`config.mk`:
```
export PLATFORM = sky130hd
export DESIGN_NAME = rd53_afe_model_mc
export DESIGN_NICKNAME = d
export VERILOG_FILES = /design/src/rtl/rd53_afe_model_pkg.sv /design/src/rtl/rd53_afe_model_ch.sv /design/src/rtl/rd53_afe_model_mc.sv
export SDC_FILE = /design/constraint.sdc
export NUM_CORES = 1
export LEC_CHECK = 0
export CORE_MARGIN = 3
export CORE_UTILIZATION = 40
export CTS_CLUSTER_DIAMETER = 80
export DETAILED_ROUTE_END_ITERATION = 10
export PLACE_DENSITY = 0.6
export SLEW_MARGIN = 10
export SYNTH_ARGS = -nofsm -noshare
export SYNTH_HDL_FRONTEND = slang
export SYNTH_HIERARCHICAL = 1
export SYNTH_SLANG_ARGS = --single-unit
export TNS_END_PERCENT = 50
```
`constraint.sdc`:
```
create_clock -name CLK -period 10.72 [get_ports CLK]
set_input_delay 1.072 -clock CLK [delete_from_list [all_inputs] [get_ports CLK]]
set_output_delay 1.072 -clock CLK [all_outputs]
set_load 0.01 [all_outputs]
```
`src/rtl/rd53_afe_model_pkg.sv`:
```
// Shared defaults and the ToT duration helper for the RD53 AFE behavioural model.
// calc_tot applies the clamp-to-1 and saturation rules to an over-threshold charge.
package rd53_afe_model_pkg;

  localparam int DAC_W     = 12;
  localparam int TOT_W     = 8;
  localparam int SHIFT_LO  = 2;
  localparam int SHIFT_HI  = 3;
  localparam int TRIM_STEP = 4;
  localparam int TOT_MAX   = (1 << TOT_W) - 1;

  function automatic logic [31:0] calc_tot(
    input logic [31:0] q,
    input logic [31:0] thr,
    input logic [31:0] shift
  );
    logic [31:0] d;
    d = 32'd0;
    if (q > thr) begin
      d = (q - thr) >> shift;
      // Any over-threshold charge yields at least one cycle of HIT.
      if (d == 32'd0) begin
        d = 32'd1;
      end
      if (d > 32'(TOT_MAX)) begin
        d = 32'(TOT_MAX);
      end
    end
    return d;
  endfunction

endpackage

```
`src/rtl/rd53_afe_model_ch.sv`:
```
// One AFE channel: threshold/trim, gain-dependent discharge, pile-up counter,
// and the registered HIT/BUSY outputs.
module rd53_afe_model_ch
  import rd53_afe_model_pkg::calc_tot;
#(
  parameter int DAC_W     = rd53_afe_model_pkg::DAC_W,
  parameter int TOT_W     = rd53_afe_model_pkg::TOT_W,
  parameter int SHIFT_LO  = rd53_afe_model_pkg::SHIFT_LO,
  parameter int SHIFT_HI  = rd53_afe_model_pkg::SHIFT_HI,
  parameter int TRIM_STEP = rd53_afe_model_pkg::TRIM_STEP
) (
  input  logic             i_clk,
  input  logic             i_rst,
  input  logic             i_rise,
  input  logic [DAC_W:0]   i_q,
  input  logic [DAC_W-1:0] i_vth,
  input  logic [3:0]       i_trim,
  input  logic             i_inj_en,
  input  logic             i_gain_sel,
  input  logic             i_power_down,
  input  logic             i_pixel_in,
  output logic             o_hit,
  output logic             o_busy
);

  localparam logic [31:0] TOT_MAX_L = 32'((1 << TOT_W) - 1);

  logic [TOT_W-1:0] r_cnt;
  logic [TOT_W-1:0] w_cnt_next;
  logic             r_hit;
  logic             r_busy;
  logic [31:0]      w_thr;
  logic [31:0]      w_shift;
  logic [31:0]      w_d_raw;
  logic [31:0]      w_d;
  logic [31:0]      w_dec;
  logic [31:0]      w_sum;

  // Threshold is computed wide so VTH plus trim never wraps.
  assign w_thr   = 32'(i_vth) + 32'(i_trim) * 32'(TRIM_STEP);
  assign w_shift = i_gain_sel ? 32'(SHIFT_HI) : 32'(SHIFT_LO);
  assign w_d_raw = calc_tot(32'(i_q), w_thr, w_shift);
  assign w_d     = (w_d_raw > TOT_MAX_L) ? TOT_MAX_L : w_d_raw;
  assign w_dec   = (r_cnt == '0) ? 32'd0 : (32'(r_cnt) - 32'd1);
  assign w_sum   = w_dec + w_d;

  always_comb begin
    w_cnt_next = r_cnt;
    if (i_power_down) begin
      w_cnt_next = '0;
    end else if (i_rise && i_inj_en && (w_d != 32'd0)) begin
      // Pile-up: new charge adds on top of the already-decremented count.
      w_cnt_next = (w_sum > TOT_MAX_L) ? '1 : w_sum[TOT_W-1:0];
    end else if (r_cnt != '0) begin
      w_cnt_next = r_cnt - TOT_W'(1);
    end
  end

  always_ff @(posedge i_clk) begin
    if (i_rst) begin
      r_cnt  <= '0;
      r_hit  <= 1'b0;
      r_busy <= 1'b0;
    end else begin
      r_cnt  <= w_cnt_next;
      r_hit  <= i_power_down | i_pixel_in | (w_cnt_next != '0);
      r_busy <= (w_cnt_next != '0);
    end
  end

  assign o_hit  = r_hit;
  assign o_busy = r_busy;

endmodule

```
`src/rtl/rd53_afe_model_mc.sv`:
```
// Multi-channel RD53 AFE model: shared strobe edge detection and injected-charge
// computation feeding NCH independent channels.
module rd53_afe_model_mc #(
  parameter int NCH       = 8,
  parameter int DAC_W     = rd53_afe_model_pkg::DAC_W,
  parameter int TOT_W     = rd53_afe_model_pkg::TOT_W,
  parameter int SHIFT_LO  = rd53_afe_model_pkg::SHIFT_LO,
  parameter int SHIFT_HI  = rd53_afe_model_pkg::SHIFT_HI,
  parameter int TRIM_STEP = rd53_afe_model_pkg::TRIM_STEP
) (
  input  logic               CLK,
  input  logic               RESET,
  input  logic               S0,
  input  logic               S1,
  input  logic [DAC_W-1:0]   CAL_HI,
  input  logic [DAC_W-1:0]   CAL_MI,
  input  logic [DAC_W-1:0]   VTH,
  input  logic [NCH-1:0]     INJ_EN,
  input  logic [NCH-1:0]     GAIN_SEL,
  input  logic [NCH-1:0]     POWER_DOWN,
  input  logic [4*NCH-1:0]   TH_DAC,
  input  logic [NCH-1:0]     PIXEL_IN,
  output logic [NCH-1:0]     HIT,
  output logic [NCH-1:0]     BUSY
);

  logic             r_s0_q;
  logic             r_s1_q;
  logic             w_rise0;
  logic             w_rise1;
  logic             w_rise;
  logic [DAC_W-1:0] w_diff;
  logic [DAC_W:0]   w_q0;
  logic [DAC_W:0]   w_q1;
  logic [DAC_W:0]   w_q;

  // Edge registers come out of reset high so a strobe held across release is ignored.
  always_ff @(posedge CLK) begin
    if (RESET) begin
      r_s0_q <= 1'b1;
      r_s1_q <= 1'b1;
    end else begin
      r_s0_q <= S0;
      r_s1_q <= S1;
    end
  end

  assign w_rise0 = S0 & ~r_s0_q;
  assign w_rise1 = S1 & ~r_s1_q;
  assign w_rise  = w_rise0 | w_rise1;

  assign w_diff = (CAL_HI >= CAL_MI) ? (CAL_HI - CAL_MI) : '0;
  assign w_q0   = w_rise0 ? {1'b0, w_diff} : '0;
  assign w_q1   = w_rise1 ? {1'b0, CAL_MI} : '0;
  assign w_q    = w_q0 + w_q1;

  generate
    for (genvar gi = 0; gi < NCH; gi++) begin : g_ch
      rd53_afe_model_ch #(
        .DAC_W     (DAC_W),
        .TOT_W     (TOT_W),
        .SHIFT_LO  (SHIFT_LO),
        .SHIFT_HI  (SHIFT_HI),
        .TRIM_STEP (TRIM_STEP)
      ) u_ch (
        .i_clk        (CLK),
        .i_rst        (RESET),
        .i_rise       (w_rise),
        .i_q          (w_q),
        .i_vth        (VTH),
        .i_trim       (TH_DAC[4*gi +: 4]),
        .i_inj_en     (INJ_EN[gi]),
        .i_gain_sel   (GAIN_SEL[gi]),
        .i_power_down (POWER_DOWN[gi]),
        .i_pixel_in   (PIXEL_IN[gi]),
        .o_hit        (HIT[gi]),
        .o_busy       (BUSY[gi])
      );
    end
  endgenerate

endmodule

```
==> results of run 1 <==
==> metrics by stage <==
| stage | utilization, % | setup TNS (ns) | total power, uW | setup WS [ns] |
|---|---|---|---|---|
| 6_report | 45.9 | 0 | 11000 | 0.567 |
| 5_1_grt | 45.9 | -0.173 | 12200 | -0.0316 |
| 4_1_cts | 45.5 | 0 | 10500 | 0.0443 |
| 3_5_place_dp | 45.1 | -16.36 | 10100 | -0.344 |
| 3_3_place_gp | 45.0 | -30.59 | 10100 | -0.623 |
| 2_1_floorplan | - | 0 | 8190 | 0.686 |
==> worst paths after layout <==
check                        start                     to  slack [ns]
min reg2reg  g_ch[2].u_ch/r_cnt[6]  g_ch[2].u_ch/r_cnt[6]        0.78
min          g_ch[2].u_ch/r_cnt[6]  g_ch[2].u_ch/r_cnt[6]        0.78
max reg2reg                 r_s0_q     g_ch[0].u_ch/o_hit        2.13
max                      CAL_MI[0]  g_ch[6].u_ch/r_cnt[2]        0.57
==> kinds of logic (layout without fill, tap and decap cells) <==
logic type,after synthesis,after routing,share of synthesized area (%)
compound gates,1539,1539,36.3
xor+xnor,238,238,7.04
fa+ha+maj,418,418,18.3
buf+inv,358,516,5.29
flops,82,82,5.54
mux,42,42,1.45
other cells,16,150,0.203
simple gates,1453,1453,25.8
==> sequential cells by signal, indices dropped and copies added, names as in the netlist <==
name,flops
g_ch.u_ch/r_cnt,64
g_ch.u_ch/o_busy,8
g_ch.u_ch/o_hit,8
r_s0_q,1
r_s1_q,1
==> routing by layer <==
layer / vias up / global-route usage (%) / wire length [um]
li1: 16200 / - / -
met1: 14800 / 31.3 / 43700
met2: 850 / 37.3 / 40800
met3: 151 / 3.62 / 5210
met4: 14 / 5.43 / 1990
met5: - / 0 / 105
==> worst max-delay path, delay by kind of cell <==
family	cells	cell delay (ns)
compound gates	18	3.16
fa+ha+maj	8	2.47
simple gates	11	2.20
buf+inv	7	1.42
xor+xnor	1	0.08
==> power by group <==
group	internal [uW]	total (uW)	switching (uW)
sequential	427	534	106
clock	164	334	170
combinational	3940	10200	6230
total	4530	11000	6500
==> layout make-up <==
cell class / instances / area [sq um]
Timing Repair Buffer: 276 / 2410
Clock inverter: 7 / 72.6
Multi-Input combinational cell: 3834 / 27200
Sequential cell: 82 / 1640
Inverter: 224 / 841
Clock buffer: 9 / 225
Tap cell: 959 / 1200
Fill cell: 7413 / 39600
Antenna cell: 6 / 15.0
==> layout by cell type (no fill, tap or decap), types with 34 or more instances in the layout <==
master             n
a211oi_1          46
a21o_1           100
a21oi_1          345
a31oi_1           65
and2_1            72
and3_1            41
buf_4            153
clkdlybuf4s50_1  118
conb_1           144
dfxtp_1           82
ha_1             390
inv_1            224
mux2i_1           34
nand2_1          313
nand2b_1          89
nand3_1          101
nand4_1           78
nor2_1           306
nor2b_1           67
nor3_1           113
nor4_1            45
o211ai_1          40
o21a_1            74
o21ai_0          307
o21bai_1          86
o31ai_1           39
or2_2             34
xnor2_1          137
xor2_1            96
==> repair_timing <==
item	4_1_cts	5_1_grt
setup endpoints to repair	0	80
buffers inserted	0	7
gates resized for setup	0	57
hold buffers	0	0
==> out/metrics.csv, run 1 <==
stage,metric,value,unit
status,status,"complete, no violations",
logic_synthesis,synth-main-ff-cell,dfxtp_1,
clock_tree,numCtsBuffers,9,
power_and_ir_drop,power_density,328,nW/um^2
power_and_ir_drop,vdd_drop_max,0.143,mV
logic_synthesis,synth-edff-count,0,
floorplanning,start_util,40.5,%
routing,drc_errors,0,
logic_synthesis,async_flop_share,0,%
floorplanning,core,73200,sq um
clock_tree,cts_sinks,82,
worst_setup_path,endpoint_kind,flip-flop,
clock_tree,htreeDepth,3,
cells_and_area,fin_area,33600,sq um
sta,clock_skew,0.0162,ns
logic_synthesis,yosysTopAreaCell,ha_1,
logic_synthesis,synth.avg_cell_area,7.14,sq um
clock_tree,tritoncts,yes,
placed_design,port_buffers,119,
clock_tree,clockBufferDepth,2,
worst_setup_path,path_max_fanout,8,
sta,timing.final.crit_share,94.7,%
worst_setup_path,r2r.worst_path.cells,40,
power_and_ir_drop,p_leak,0.0151,uW
grt,grt_pass1_vias,29500,
sta,hold_slack,0.779,ns
worst_setup_path,cp_common_cell,buf_4,
logic_synthesis,synthTopCellsByArea,"ha_1, a21oi_1, dfxtp_1",
routing,dr_total_vias,32000,
sta,worst_pin_slew,1.01,ns
placed_design,post_dp_cell_area,33000,sq um
sta,finalMaxSlewViolations,0,
grt,grt_max_degree,33,
grt,grt_usage,22.8,%
logic_synthesis,synth_most_common_cell,ha_1,
logic_synthesis,synth_commonest_cells,"ha_1, a21oi_1, o21ai_0",
routing,drt-total-wl,91.8,mm
worst_setup_path,crit_path_start_kind,input port,
cells_and_area,drive_above_1_share,9.41,%
routing,detail-route-antenna-nets,0,
logic_synthesis,netlist_instances,4146,
sta,setup_viol,0,
routing,drt-pass1-iter-count,6,
logic_synthesis,ys_warn_count,6,
grt,overflow,0,
sta,fin_crit,10.15,ns
clock_tree,clk_pin_slew,0.07,ns
floorplanning,fp.dieW,278,um
sta,hold_viol_final,0,
floorplanning,dieHeight,278,um
logic_synthesis,seq_area_frac_synth,5.54,%
floorplanning,rows,99,
flow_run,drv_cap,0,
hold_path,holdPathStages,3,
floorplanning,ios,120,
sta,relSlewSlack,32.6,%
routing,wl_per_cell,17.0,um
logic_synthesis,yosysTopAreaCellShare,16.6,%
floorplanning,dieArea,77300,sq um
clock_tree,clockRootBuffer,clkbuf_16,
worst_setup_path,crit_slowest_cell,clkdlybuf4s50_1,
cells_and_area,area_growth,13.5,%
placed_design,hpwl,73.4,mm
clock_tree,clock_latency,0.40,ns
worst_setup_path,cp.arrival,10.40,ns
worst_setup_path,crit_type,input port to flip-flop,
routing,drt-initial-drc-count,2489,
hold_path,hold_class,flip-flop to flip-flop,
worst_setup_path,cp.required,10.97,ns
logic_synthesis,synth_cell_type_count,116,
placed_design,place.gp.congestion,0.942,
logic_synthesis,synth_area,29600,sq um
grt,grt_pass1_wl,149,mm
placed_design,placedCellCount,5368,
grt,grt_antenna_before_repair,13,
cells_and_area,fin_nets,4949,
worst_setup_path,cpPeakStageDelay,0.49,ns
cells_and_area,stdcell_count,5397,
sta,max_freq,98.5,MHz
logic_synthesis,synth_seq_cells,82,
routing,viasPerCell,5.93,
Power figures use the tool's default switching activity.
==> run 2, diff against run 1 <==
- CORE_UTILIZATION: 40 -> 59
- CTS_CLUSTER_DIAMETER: 80 -> 150
- PLACE_DENSITY: 0.6 -> 0.83
==> run 2 against run 1 <==
  * Clock power increased by 1%
  * Final cell count decreased by 6.8%
  * Combinational power about the same
  * Sequential power decreased by 0.7%
  * Sequential share of layout area increased by 0.14 points
  * Count of clock-buffer cells in the layout rose by 7
  * Largest cell class unchanged
  * Highest routed layer unchanged
==> out/metrics.csv, run 2 (synthesis gave the netlist of run 1 again) <==
stage,metric,value,unit,change
flow_run,drv_cap,0,,unchanged
cells_and_area,mostFrequentLayoutCells,"ha_1, a21oi_1, nand2_1",,unchanged
cells_and_area,final_common_cell,ha_1,,unchanged
cells_and_area,largest_register_ffs,64,,unchanged
worst_setup_path,r2r_slack,2.01,ns,was 2.13 ns
worst_setup_path,startpoint,CAL_HI[0],,was CAL_MI[0]
floorplanning,fp.dieW,230,um,was 278 um
power_and_ir_drop,combPwrFrac,92.1,%,about the same
clock_tree,clock_latency,0.40,ns,about the same
clock_tree,numCtsBuffers,9,,unchanged
power_and_ir_drop,p_int,4540,uW,was 4530 uW
cells_and_area,area_growth,10.4,%,was 13.5%
floorplanning,ios,120,,unchanged
placed_design,hpwl,69.0,mm,was 73.4 mm
worst_setup_path,endpoint_kind,flip-flop,,unchanged
power_and_ir_drop,vdd_drop_max,0.209,mV,was 0.143 mV
floorplanning,dieArea,52900,sq um,was 77300 sq um
routing,detail-route-antenna-nets,0,,unchanged
worst_setup_path,rr_startpoint,r_s0_q,,unchanged
power_and_ir_drop,p_leak,0.0148,uW,was 0.0151 uW
worst_setup_path,cpPeakStageDelay,0.48,ns,was 0.49 ns
grt,overflow,0,,unchanged
grt,grt_max_degree,38,,was 33
worst_setup_path,path_max_fanout,9,,was 8
status,status,"complete, no violations",,unchanged
routing,viasPerCell,6.49,,was 5.93
clock_tree,cts_hold_buf,0,,unchanged
sta,max_freq,97.1,MHz,was 98.5 MHz
worst_setup_path,crit_path_start_kind,input port,,unchanged
routing,drt-pass1-iter-count,6,,unchanged
sta,timing.final.crit_share,96.1,%,was 94.7%
power_and_ir_drop,clkPwrFrac,3.1,%,was 3.0%
power_and_ir_drop,power_density,338,nW/um^2,was 328 nW/um^2
routing,drt-initial-drc-count,2903,,was 2489
clock_tree,htreeDepth,3,,unchanged
clock_tree,clk_pin_slew,0.06,ns,was 0.07 ns
placed_design,place.gp.congestion,0.996,,was 0.942
clock_tree,tritoncts,yes,,unchanged
grt,grt_pass1_vias,29800,,was 29500
worst_setup_path,crit_type,input port to flip-flop,,unchanged
sta,worst_pin_slew,1.10,ns,was 1.01 ns
grt,grt_antenna_before_repair,9,,was 13
sta,rsz0062_at_grt,yes,,
hold_path,hold_class,flip-flop to flip-flop,,unchanged
floorplanning,core,49300,sq um,was 73200 sq um
grt,grt_usage,31.6,%,was 22.8%
worst_setup_path,cp.arrival,10.53,ns,was 10.40 ns
sta,relSlewSlack,25.9,%,was 32.6%
worst_setup_path,cp.required,10.95,ns,was 10.97 ns
cells_and_area,fin_nets,4874,,was 4949
power_and_ir_drop,power,11000,uW,about the same
sta,hold_viol_final,0,,unchanged
worst_setup_path,critPathBufInv,7,,unchanged
sta,finalMaxSlewViolations,0,,unchanged
sta,setup_viol,0,,unchanged
routing,drt-total-wl,88.0,mm,was 91.8 mm
grt,grt_pass1_wl,143,mm,was 149 mm
power_and_ir_drop,power_frac_seq,4.8,%,about the same
worst_setup_path,crit_slowest_cell,or3b_2,,was clkdlybuf4s50_1
routing,wl_per_cell,17.5,um,was 17.0 um
power_and_ir_drop,switching_share,58.9,%,was 59.0%
floorplanning,rows,81,,was 99
hold_path,hold_path_startpoint,g_ch[3].u_ch/r_cnt[6],,was g_ch[2].u_ch/r_cnt[6]
clock_tree,cts_sinks,82,,unchanged
power_and_ir_drop,p_sw,6500,uW,about the same
cells_and_area,fill_cells,4402,,was 7413
routing,drc_errors,0,,unchanged
floorplanning,dieHeight,230,um,was 278 um
sta,fin_crit,10.30,ns,was 10.15 ns
placed_design,place_ws,-0.168,ns,was -0.344 ns
sta,setup_ws,0.420,ns,was 0.567 ns
worst_setup_path,cpLargestDelayFamily,compound AO/OA/AOI/OAI gates,,unchanged
worst_setup_path,cp_common_cell,buf_4,,unchanged
floorplanning,start_util,60.1,%,was 40.5%
routing,dr_total_vias,32600,,was 32000
placed_design,port_buffers,119,,unchanged
clock_tree,clockBufferDepth,2,,unchanged
cells_and_area,drive_above_1_share,7.99,%,was 9.41%
cells_and_area,top_register,g_ch.u_ch/r_cnt,,unchanged
sta,clock_skew,0.0213,ns,was 0.0162 ns
clock_tree,clockRootBuffer,clkbuf_16,,unchanged
run 2: changes by cell type in the layout (fill, tap and decap cells not counted), sizes merged:
cell and delta:
inv -4, clkbuf +7, clkinvlp -1, diode +2
clkinv -2, buf -75
run 2: metrics by stage:
stage | cell area, sq um | hold slack, ns | instances | util, % | setup TNS [ns]
global placement | 32000 | 0.737 | 4995 | 65.0 | 0
finish | 32700 | 0.783 | 5029 | 66.4 | 0
CTS | 32300 | 0.769 | 5011 | 65.7 | 0
global route | 32700 | 0.825 | 5028 | 66.4 | -0.556
floorplan | 30100 | 0.667 | 4274 | - | 0
detailed placement | 32000 | 0.770 | 4995 | 65.0 | -1.19
run 2: final cells by class:
cell class,count,area (sq um),share of cell area (%)
repair buffers,201,1870,5.71
diodes,8,20.0,0.0612
inverters,224,841,2.57
clock buffers,16,322,0.984
multi-input cells,3834,27200,83.1
well taps,664,831,2.54
flip-flops and latches,82,1640,5.02
run 2: worst register-to-register path, delay by kind of cell, from the launching register on:
family                     cells  cell delay, ns
AOI/OAI and AO/OA             17            3.68
and+or+nand+nor                8            2.06
adders and majority gates      4            1.49
buffers and inverters          5            0.84
DFF                            1            0.30
xor gates and xnor gates       1            0.14
run 2: power groups by stage:
stage	logic (uW)	clock network [uW]	registers [uW]
global placement	9350	0	531
global route	11200	356	546
floorplan	7670	0	518
detailed placement	9450	0	534
CTS	9510	348	529
finish	10200	339	530
run 2: timing repair:
| action | CTS | global route |
|---|---|---|
| setup endpoints to repair | 0 | 71 |
| resized for setup | 0 | 67 |
| setup buffers | 0 | 10 |
run 2: final timing paths:
path / end / cells after the start
hold reg to reg: g_ch[3].u_ch/r_cnt[6] / 3
hold / removal: g_ch[3].u_ch/r_cnt[6] / 3
setup reg to reg: g_ch[2].u_ch/r_cnt[2] / 35
setup / recovery: g_ch[2].u_ch/r_cnt[2] / 41
run 2: per-layer routing:
metal  share of wire (%)  track usage, %
met2                  45            52.2
met1                  44            41.7
met3                 7.5            4.37
met4                 3.6            12.3
met5               0.015               0
